--- src/rtl/game_ctl_pkg.sv ---
// Shared types and constants for the blobby volley match sequencer.
// Phase encodings are visible to the overlay logic through the state port.
package game_ctl_pkg;

    localparam int unsigned GAME_STATE_BITS = 3;
    localparam int unsigned SCORE_BITS      = 4;
    localparam int unsigned TIMER_BITS      = 7;

    typedef enum logic [GAME_STATE_BITS-1:0] {
        GAME_IDLE  = 3'd0,
        GAME_SERVE = 3'd1,
        GAME_RALLY = 3'd2,
        GAME_PAUSE = 3'd3,
        GAME_OVER  = 3'd4
    } game_state_e;

    // Registered match outputs, kept together so they update as one word
    typedef struct packed {
        logic                  ball_hold;
        logic                  ball_launch;
        logic                  serve_side;
        logic                  players_en;
        logic [SCORE_BITS-1:0] score_p1;
        logic [SCORE_BITS-1:0] score_p2;
        logic                  game_over;
        logic                  winner;
    } game_out_t;

    // Saturating increment so a score can never pass the winning score
    function automatic logic [SCORE_BITS-1:0] score_inc(
        input logic [SCORE_BITS-1:0] score,
        input logic [SCORE_BITS-1:0] limit
    );
        return (score >= limit) ? score : score + SCORE_BITS'(1);
    endfunction

endpackage

--- src/rtl/game_ctl_edge_detect.sv ---
// Rising-edge detector: one-cycle pulse the cycle a level input goes high.
// The pulse is combinational so the sequencer acts on the edge it samples.
module game_ctl_edge_detect (
    input  logic pclk,
    input  logic rst,
    input  logic in,
    output logic rise_c
);

    logic r_in_d;

    always_ff @(posedge pclk or negedge rst) begin
        if (!rst) begin
            r_in_d <= 1'b0;
        end else begin
            r_in_d <= in;
        end
    end

    assign rise_c = in & ~r_in_d;

endmodule

--- src/rtl/game_ctl.sv ---
// Match sequencer: turns judge point pulses into idle/serve/rally/pause/over
// phases, drives ball hold/launch, player enable, serve side and scores.
module game_ctl
    import game_ctl_pkg::*;
#(
    parameter int unsigned SERVE_FRAMES = 60,
    parameter int unsigned PAUSE_FRAMES = 90,
    parameter int unsigned WIN_SCORE    = 15
) (
    input  logic                       pclk,
    input  logic                       rst,
    input  logic                       vblnk,
    input  logic                       click,
    input  logic                       point_p1,
    input  logic                       point_p2,
    output logic                       ball_hold,
    output logic                       ball_launch,
    output logic                       serve_side,
    output logic                       players_en,
    output logic [SCORE_BITS-1:0]      score_p1,
    output logic [SCORE_BITS-1:0]      score_p2,
    output logic [GAME_STATE_BITS-1:0] state,
    output logic                       game_over,
    output logic                       winner
);

    localparam logic [TIMER_BITS-1:0] SERVE_LOAD = TIMER_BITS'(SERVE_FRAMES);
    localparam logic [TIMER_BITS-1:0] PAUSE_LOAD = TIMER_BITS'(PAUSE_FRAMES);
    localparam logic [SCORE_BITS-1:0] WIN_VAL    = SCORE_BITS'(WIN_SCORE);

    logic w_tick;
    logic w_click_edge;

    game_state_e           r_state;
    game_state_e           w_state_nxt;
    logic [TIMER_BITS-1:0] r_timer;
    logic [TIMER_BITS-1:0] w_timer_nxt;
    game_out_t             r_out;
    game_out_t             w_out_nxt;
    logic [SCORE_BITS-1:0] w_score;

    game_ctl_edge_detect u_vblnk_edge (
        .pclk   (pclk),
        .rst    (rst),
        .in     (vblnk),
        .rise_c (w_tick)
    );

    game_ctl_edge_detect u_click_edge (
        .pclk   (pclk),
        .rst    (rst),
        .in     (click),
        .rise_c (w_click_edge)
    );

    // State, frame timer and output word registers
    always_ff @(posedge pclk or negedge rst) begin
        if (!rst) begin
            r_state         <= GAME_IDLE;
            r_timer         <= '0;
            r_out           <= '0;
            r_out.ball_hold <= 1'b1;
        end else begin
            r_state <= w_state_nxt;
            r_timer <= w_timer_nxt;
            r_out   <= w_out_nxt;
        end
    end

    // Next phase, timer and output word
    always_comb begin
        w_state_nxt           = r_state;
        w_timer_nxt           = r_timer;
        w_out_nxt             = r_out;
        w_out_nxt.ball_launch = 1'b0;
        w_score               = '0;

        case (r_state)
            GAME_IDLE: begin
                w_out_nxt.score_p1 = '0;
                w_out_nxt.score_p2 = '0;
                if (w_click_edge) begin
                    w_state_nxt          = GAME_SERVE;
                    w_out_nxt.serve_side = 1'b0;
                    w_timer_nxt          = SERVE_LOAD;
                end
            end

            GAME_SERVE: begin
                if (w_tick) begin
                    if (r_timer == '0) begin
                        w_state_nxt           = GAME_RALLY;
                        w_out_nxt.ball_launch = 1'b1;
                    end else begin
                        w_timer_nxt = r_timer - TIMER_BITS'(1);
                    end
                end
            end

            GAME_RALLY: begin
                // Player 1 wins a tie; the simultaneous player 2 pulse is dropped
                if (point_p1 || point_p2) begin
                    if (point_p1) begin
                        w_score              = score_inc(r_out.score_p1, WIN_VAL);
                        w_out_nxt.score_p1   = w_score;
                        w_out_nxt.serve_side = 1'b0;
                    end else begin
                        w_score              = score_inc(r_out.score_p2, WIN_VAL);
                        w_out_nxt.score_p2   = w_score;
                        w_out_nxt.serve_side = 1'b1;
                    end
                    if (w_score == WIN_VAL) begin
                        w_state_nxt      = GAME_OVER;
                        w_out_nxt.winner = ~point_p1;
                    end else begin
                        w_state_nxt = GAME_PAUSE;
                        w_timer_nxt = PAUSE_LOAD;
                    end
                end
            end

            GAME_PAUSE: begin
                if (w_tick) begin
                    if (r_timer == '0) begin
                        w_state_nxt = GAME_SERVE;
                        w_timer_nxt = SERVE_LOAD;
                    end else begin
                        w_timer_nxt = r_timer - TIMER_BITS'(1);
                    end
                end
            end

            GAME_OVER: begin
                if (w_click_edge) begin
                    w_state_nxt          = GAME_IDLE;
                    w_out_nxt.score_p1   = '0;
                    w_out_nxt.score_p2   = '0;
                    w_out_nxt.serve_side = 1'b0;
                end
            end

            default: begin
                w_state_nxt          = GAME_IDLE;
                w_timer_nxt          = '0;
                w_out_nxt.score_p1   = '0;
                w_out_nxt.score_p2   = '0;
                w_out_nxt.serve_side = 1'b0;
            end
        endcase

        // Phase-level flags follow the phase being entered
        w_out_nxt.ball_hold  = (w_state_nxt != GAME_RALLY);
        w_out_nxt.players_en = (w_state_nxt == GAME_SERVE) || (w_state_nxt == GAME_RALLY);
        w_out_nxt.game_over  = (w_state_nxt == GAME_OVER);
    end

    assign state       = r_state;
    assign ball_hold   = r_out.ball_hold;
    assign ball_launch = r_out.ball_launch;
    assign serve_side  = r_out.serve_side;
    assign players_en  = r_out.players_en;
    assign score_p1    = r_out.score_p1;
    assign score_p2    = r_out.score_p2;
    assign game_over   = r_out.game_over;
    assign winner      = r_out.winner;

endmodule

--- config.mk ---
export PLATFORM = sky130hd
export DESIGN_NAME = game_ctl
export DESIGN_NICKNAME = d
export VERILOG_FILES = /design/src/rtl/game_ctl_pkg.sv /design/src/rtl/game_ctl_edge_detect.sv /design/src/rtl/game_ctl.sv
export SDC_FILE = /design/constraint.sdc
export NUM_CORES = 1
export LEC_CHECK = 0
export CAP_MARGIN = 0
export CORE_MARGIN = 10
export CORE_UTILIZATION = 35
export CTS_CLUSTER_SIZE = 16
export DETAILED_ROUTE_END_ITERATION = 7
export PLACE_DENSITY = 0.58
export SKIP_LAST_GASP = 1
export SYNTH_ARGS = -nofsm -noshare
export SYNTH_HDL_FRONTEND = slang
export SYNTH_SLANG_ARGS = --single-unit
export TNS_END_PERCENT = 1
--- constraint.sdc ---
create_clock -name pclk -period 2.9 [get_ports pclk]
set_input_delay 0.435 -clock pclk [delete_from_list [all_inputs] [get_ports pclk]]
set_output_delay 0.435 -clock pclk [all_outputs]
set_load 0.02 [all_outputs]
==> impl_metrics.py, run 1 <==
metrics = {
    "clock_tree": {
        "cts_buffer_depth": 2,
        "cts.sinks": 26,
        "post-cts-setup-buffers": 0,
        "cts_tree": "yes",
        "post_cts_resize_count": 0,
        "cts_buffers": 3,
        "path_clk_slew_ns": 0.09,
        "postCtsHoldBufs": 0,
        "htreeDepth": 1,
        "clk_latency_ns": 0.27,
        "cts_root_buf": "clkbuf_8",
    },
    "critical_path": {
        "end_kind": "register",
        "crit_path_top_delay_cell": "dfrtp_1",
        "cp.arrival_ns": 2.64,
        "cp-start-kind": "register",
        "worstPathCellList": "ha_1 > and4_1 > o31ai_1 > o22ai_1 > nor3_1 > or2_2",
        "reg2reg_from": "score_p2[0]$_DFFE_PN0P_",
        "crit_required_ns": 3.12,
        "r2r-end": "state[0]$_DFF_PN0_",
        "timing.reg2reg.worst_path_depth": 6,
        "cp_max_fo": 9,
        "cpPeakStageDelay_ns": 0.49,
        "critical_path_class": "register to register",
        "reg2reg_slack_ns": 0.48,
    },
    "yosys": {
        "synth_ff_type": "dfrtp_1",
        "synth_area_leader_cell": "dfrtp_1",
        "yosys.area.top_type_share": 0.395,
        "ys_warn_count": 0,
        "synth_area_leaders": "dfrtp_1 39%, a21oi_1 4.1%, o21ai_0 3.5%, nor4bb_1 2.5%, ha_1 2.4%",
        "async_flop_share": 1.00,
        "synth_nets": 168,
        "synth_edf_count": 0,
        "synth_cell_type_count": 55,
        "netlist_area_mm2": 0.00159,
        "synth_cells": 159,
        "ys_seq_elements": 26,
        "synth.avg_cell_area_um2": 9.97,
        "seq_area_frac_synth": 0.411,
    },
    "detailed_routing": {
        "drc_errors": 0,
        "ant_nets": 0,
        "wire_per_inst_um": 17.2,
        "via_per_inst": 5.76,
        "drt_first_pass_iters": 4,
        "routed_wl_um": 4030,
        "vias": 1349,
        "drt_iter0_drc": 60,
    },
    "placement": {
        "io_buffers": 22,
        "dp_hpwl_um": 2860,
        "place.gp.congestion": 0.828,
    },
    "floorplan": {
        "die_y_um": 87.3,
        "num_rows": 24,
        "die_area_mm2": 0.00762,
        "coreArea_mm2": 0.00438,
        "die_x_um": 87.3,
        "io_pins": 23,
        "start_util": 0.362,
    },
    "sta": {
        "hold_violations": 0,
        "slew_headroom": 0.474,
        "clock_skew_ns": 0.00605,
        "timing.fmax_ghz": 0.413,
        "setup_viol": 0,
        "post-route-period-util": 0.836,
        "setup_tns_ns": 0,
        "worst_pin_slew_ns": 0.786,
        "final.min_clock_period_ns": 2.42,
        "grt_setup_unrepaired": "no",
        "drv_slew": 0,
    },
    "global_routing": {
        "grt_overflow_total": 0,
        "grt_most_used_layer": "met2",
        "grtUsageMet1": 0.130,
        "grt_pass1_vias": 1394,
        "grt_pass1_wl_um": 6810,
        "grt_usage": 0.109,
        "grt_max_degree": 18,
        "grtUsageMet3": 0.0337,
        "met2_usage": 0.184,
        "antenna_found_initial": 0,
    },
    "power_and_ir_drop": {
        "p_per_area_mw_per_mm2": 759,
        "vdd_drop_max_uv": 382,
        "p_leak_nw": 0.760,
    },
    "final_layout": {
        "syn_to_final_growth_pct": 18.1,
        "final_cell_mix": "25 x dfrtp_1, 22 x clkdlybuf4s50_1, 13 x a21oi_1, 11 x o21ai_0",
        "nets": 192,
        "final_core_util": 0.427,
        "drive_gt1_frac": 0.137,
        "multi_input_area_um2": 845,
        "diodes": 0,
        "seq_area_um2": 652,
        "num-fill-cells": 426,
        "layout_commonest_cell": "dfrtp_1",
    },
    "worst_hold_path": {
        "min-delay-start": "r_timer[6]$_DFFE_PN0P_",
        "hp-class": "register to register",
        "whs_endpoint": "r_timer[6]$_DFFE_PN0P_",
        "hold_path_depth": 1,
    },
    "outcome": {
        "outcome": "finished clean",
    },
    "run": {
        "maxCapViolCount": 0,
    },
}
## logic make-up (layout without fill, tap and decap cells)
family,count (synthesis),after routing,share of synthesized area
AOI/OAI and AO/OA,53,53,0.233
adders and majority gates,3,3,0.0237
buffers and inverters,11,34,0.0560
DFF,26,26,0.411
muxes,2,2,0.0142
and+or+nand+nor,64,64,0.262
## flip-flops by register name (all words and copies together), names as in the netlist
name                 count
ball_hold                1
winner                   1
game_over                1
state                    3
score_p1                 4
players_en               1
ball_launch              1
r_timer                  7
u_vblnk_edge.r_in_d      1
score_p2                 4
u_click_edge.r_in_d      1
serve_side               1
## power by group
group | internal (W) | switching (W)
logic | 0.000317 | 0.000317
clock network | 0.0000985 | 0.000117
registers | 0.000446 | 0.000124
total | 0.000862 | 0.000558
## metrics by stage
step / instances / hold slack [ns] / worst slack [ns] / power [W] / area, µm²
floorplan: 159 / 0.139 / 0.739 / 0.00103 / 1590
global placement: 230 / 0.507 / 0.402 / 0.00119 / 1830
detailed placement: 230 / 0.513 / 0.332 / 0.00121 / 1830
CTS: 234 / 0.531 / 0.492 / 0.00143 / 1870
global route: 234 / 0.554 / 0.293 / 0.00152 / 1870
finish: 234 / 0.532 / 0.476 / 0.00142 / 1870
## critical path: cells and delay by family, from the launching register on
family,cells,cell delay [ns]
and+or+nand+nor,3,0.91
adders and majority gates,1,0.32
AOI/OAI and AO/OA,2,0.64
DFF,1,0.49
## worst max-delay path by stage
stage | depth (start not counted) | startpoint | slack [ns] | endpoint
2_1_floorplan | 6 | score_p2[0]$_DFFE_PN0P_ | 0.74 | r_timer[0]$_DFFE_PN0P_
3_3_place_gp | 6 | vblnk | 0.40 | r_timer[5]$_DFFE_PN0P_
3_5_place_dp | 6 | vblnk | 0.33 | r_timer[5]$_DFFE_PN0P_
4_1_cts | 6 | score_p2[0]$_DFFE_PN0P_ | 0.49 | state[0]$_DFF_PN0_
5_1_grt | 6 | score_p2[0]$_DFFE_PN0P_ | 0.29 | state[0]$_DFF_PN0_
6_report | 6 | score_p2[0]$_DFFE_PN0P_ | 0.48 | state[0]$_DFF_PN0_
## synthesized netlist by cell type (3+ instances only)
master,n
o31ai_1,4
buf_6,3
a21oi_1,13
nand3_1,5
nand2b_1,5
nor2b_1,3
nor3_1,7
nand2_1,9
nor4bb_1,4
and3_1,4
dfrtp_1,25
nor2_1,9
ha_1,3
inv_1,4
o21ai_0,11
## cell type report
type,instances,area share
Timing Repair Buffer,26,0.134
Inverter,4,0.00802
Clock buffer,4,0.0241
Multi-Input combinational cell,122,0.451
Sequential cell,26,0.348
Tap cell,52,0.0348
## layer usage
layer  share of wire  vias to the layer above
met3           0.043                        4
li1                -                      659
met1            0.44                      662
met2            0.51                       24
met5               0                        -
met4          0.0067                        0
(Power assumes the default switching activity.)
==> run 2, diff against run 1 <==
- PLACE_DENSITY: 0.58 -> 0.61
- clock period: 2.9 -> 1.96 ns (I/O delays scaled with it)
==> impl_metrics.py, run 2 (synthesized netlist as in run 1, its figures left out) <==
metrics = {
    "outcome": {
        "outcome": "finished clean",
    },
    "sta": {
        "clock_skew_ns": 0.00105,
        "slew_headroom": 0.720,
        "final.min_clock_period_ns": 1.95,
        "hold_violations": 0,
        "grt_setup_unrepaired": "yes",
        "timing.fmax_ghz": 0.512,
        "setup_viol": 0,
        "drv_slew": 0,
        "setup_tns_ns": 0,
        "post-route-period-util": 0.997,
        "worst_pin_slew_ns": 0.417,
    },
    "global_routing": {
        "antenna_found_initial": 0,
        "grt_max_degree": 27,
        "grt_usage": 0.111,
        "grt_pass1_vias": 1536,
        "grt_pass1_wl_um": 7110,
        "grt_overflow_total": 0,
    },
    "floorplan": {
        "io_pins": 23,
        "coreArea_mm2": 0.00438,
        "die_x_um": 87.3,
        "start_util": 0.362,
        "die_area_mm2": 0.00762,
        "num_rows": 24,
        "die_y_um": 87.3,
    },
    "final_layout": {
        "regMostFlops": "r_timer",
        "diodes": 0,
        "finish.instance_area_mm2": 0.00227,
        "multi_input_area_um2": 950,
        "drive_gt1_frac": 0.361,
        "final_cells": 271,
        "num-fill-cells": 415,
        "syn_to_final_growth_pct": 43.3,
        "final_cell_mix": "41 x buf_4, 22 x clkdlybuf4s50_1, 19 x dfrtp_1, 13 x a21oi_1, 11 x o21ai_0",
        "largest_register_ffs": 7,
        "layout_commonest_cell": "buf_4",
        "nets": 229,
        "seq_area_um2": 659,
    },
    "placement": {
        "place.gp.congestion": 0.864,
        "place_area_mm2": 0.00211,
        "io_buffers": 22,
        "dp_cells": 263,
        "dp_hpwl_um": 3210,
    },
    "critical_path": {
        "cp_max_fo": 3,
        "cp-endpoint": "r_timer[2]$_DFFE_PN0P_",
        "r2r-end": "r_timer[2]$_DFFE_PN0P_",
        "reg2reg_slack_ns": 0.005,
        "cp.arrival_ns": 2.13,
        "critical_path_class": "register to register",
        "crit_path_start": "score_p1[1]$_DFFE_PN0P_",
        "end_kind": "register",
        "reg2reg_from": "score_p1[1]$_DFFE_PN0P_",
        "cp-start-kind": "register",
        "crit_required_ns": 2.13,
        "timing.reg2reg.worst_path_depth": 7,
    },
    "detailed_routing": {
        "drt_first_pass_iters": 4,
        "routed_wl_um": 4320,
        "via_per_inst": 5.55,
        "ant_nets": 0,
        "wire_per_inst_um": 15.9,
        "vias": 1505,
        "drt_iter0_drc": 108,
        "drc_errors": 0,
    },
    "worst_hold_path": {
        "hp-class": "primary input to async pin",
    },
    "clock_tree": {
        "cts_buffer_depth": 2,
        "postCtsHoldBufs": 0,
        "cts_tree": "yes",
        "clk_latency_ns": 0.27,
        "cts.sinks": 26,
        "htreeDepth": 1,
        "cts_buffers": 3,
        "cts_root_buf": "clkbuf_8",
        "path_clk_slew_ns": 0.09,
    },
    "power_and_ir_drop": {
        "p_leak_nw": 0.943,
        "p_per_area_mw_per_mm2": 1080,
        "vdd_drop_max_uv": 452,
    },
    "run": {
        "maxCapViolCount": 0,
    },
}
==> run 2: cell types whose count changed in the layout (fill, tap and decap cells not counted), moves of 2 or more <==
cell      previous run  this run
ha_1                 3         0
dfrtp_2              0         6
nor4bb_4             0         4
nor4bb_1             4         0
dfrtp_1             25        19
ha_2                 0         2
buf_4                4        41
==> run 2: report_power, final <==
group	internal (W)	switching, W	leakage [nW]	total, W
sequential	0.000668	0.0000984	0.320	0.000767
clock	0.000180	0.000182	0.0288	0.000362
combinational	0.000690	0.000638	0.594	0.00133
==> run 2: per-stage QoR <==
stage	util	setup WS (ns)	total power, W	hold slack (ns)
2_1_floorplan	-	-0.0180	0.00156	-0.00159
3_3_place_gp	0.481	-0.212	0.00199	0.509
3_5_place_dp	0.481	-0.277	0.00203	0.523
4_1_cts	0.495	-0.0916	0.00239	0.388
5_1_grt	0.518	-0.0832	0.00263	0.399
6_report	0.518	0.00516	0.00246	0.377
==> run 2: worst min-delay path by stage <==
| stage | from | to | depth (start not counted) |
|---|---|---|---|
| final | rst | players_en$_DFF_PN0_ | 2 |
| after global routing | rst | winner$_DFFE_PN0P_ | 2 |
| after CTS | rst | serve_side$_DFFE_PN0P_ | 2 |
| after detailed placement | r_timer[6]$_DFFE_PN0P_ | r_timer[6]$_DFFE_PN0P_ | 1 |
| after global placement | r_timer[6]$_DFFE_PN0P_ | r_timer[6]$_DFFE_PN0P_ | 1 |
| after floorplan | rst | ball_launch$_DFF_PN0_ | 0 |
==> run 2: layout make-up <==
cell class | instances | share of cell area
clock buffers | 4 | 0.0242
well taps | 52 | 0.0286
repair buffers | 63 | 0.232
flip-flops and latches | 26 | 0.290
inverters | 4 | 0.00661
multi-input cells | 122 | 0.418
==> run 2: per-layer routing <==
layer / vias to the layer above / part of all wire / track usage / wire length (µm)
li1: 729 / - / - / -
met1: 732 / 0.43 / 0.128 / 1840
met2: 40 / 0.49 / 0.193 / 2130
met3: 4 / 0.072 / 0.0384 / 312
met4: 0 / 0.0083 / 0.0232 / 36
met5: - / 0 / 0 / 0
==> run 2: what timing repair did <==
item                                   4_1_cts  5_1_grt
pin swaps                                    0        6
resized for setup                            1       11
endpoints found under the hold margin        0        0
setup endpoints to repair                    6       10
setup buffers                                0        4
==> run 2: worst max-delay path, stage by stage, from the launching register on <==
cell and delay, ns:
dfrtp_2 0.41, ha_2 0.34, nor4bb_4 0.19, nor3_1 0.09
o22a_2 0.26, buf_4 0.15, o221a_2 0.27, o32ai_1 0.14
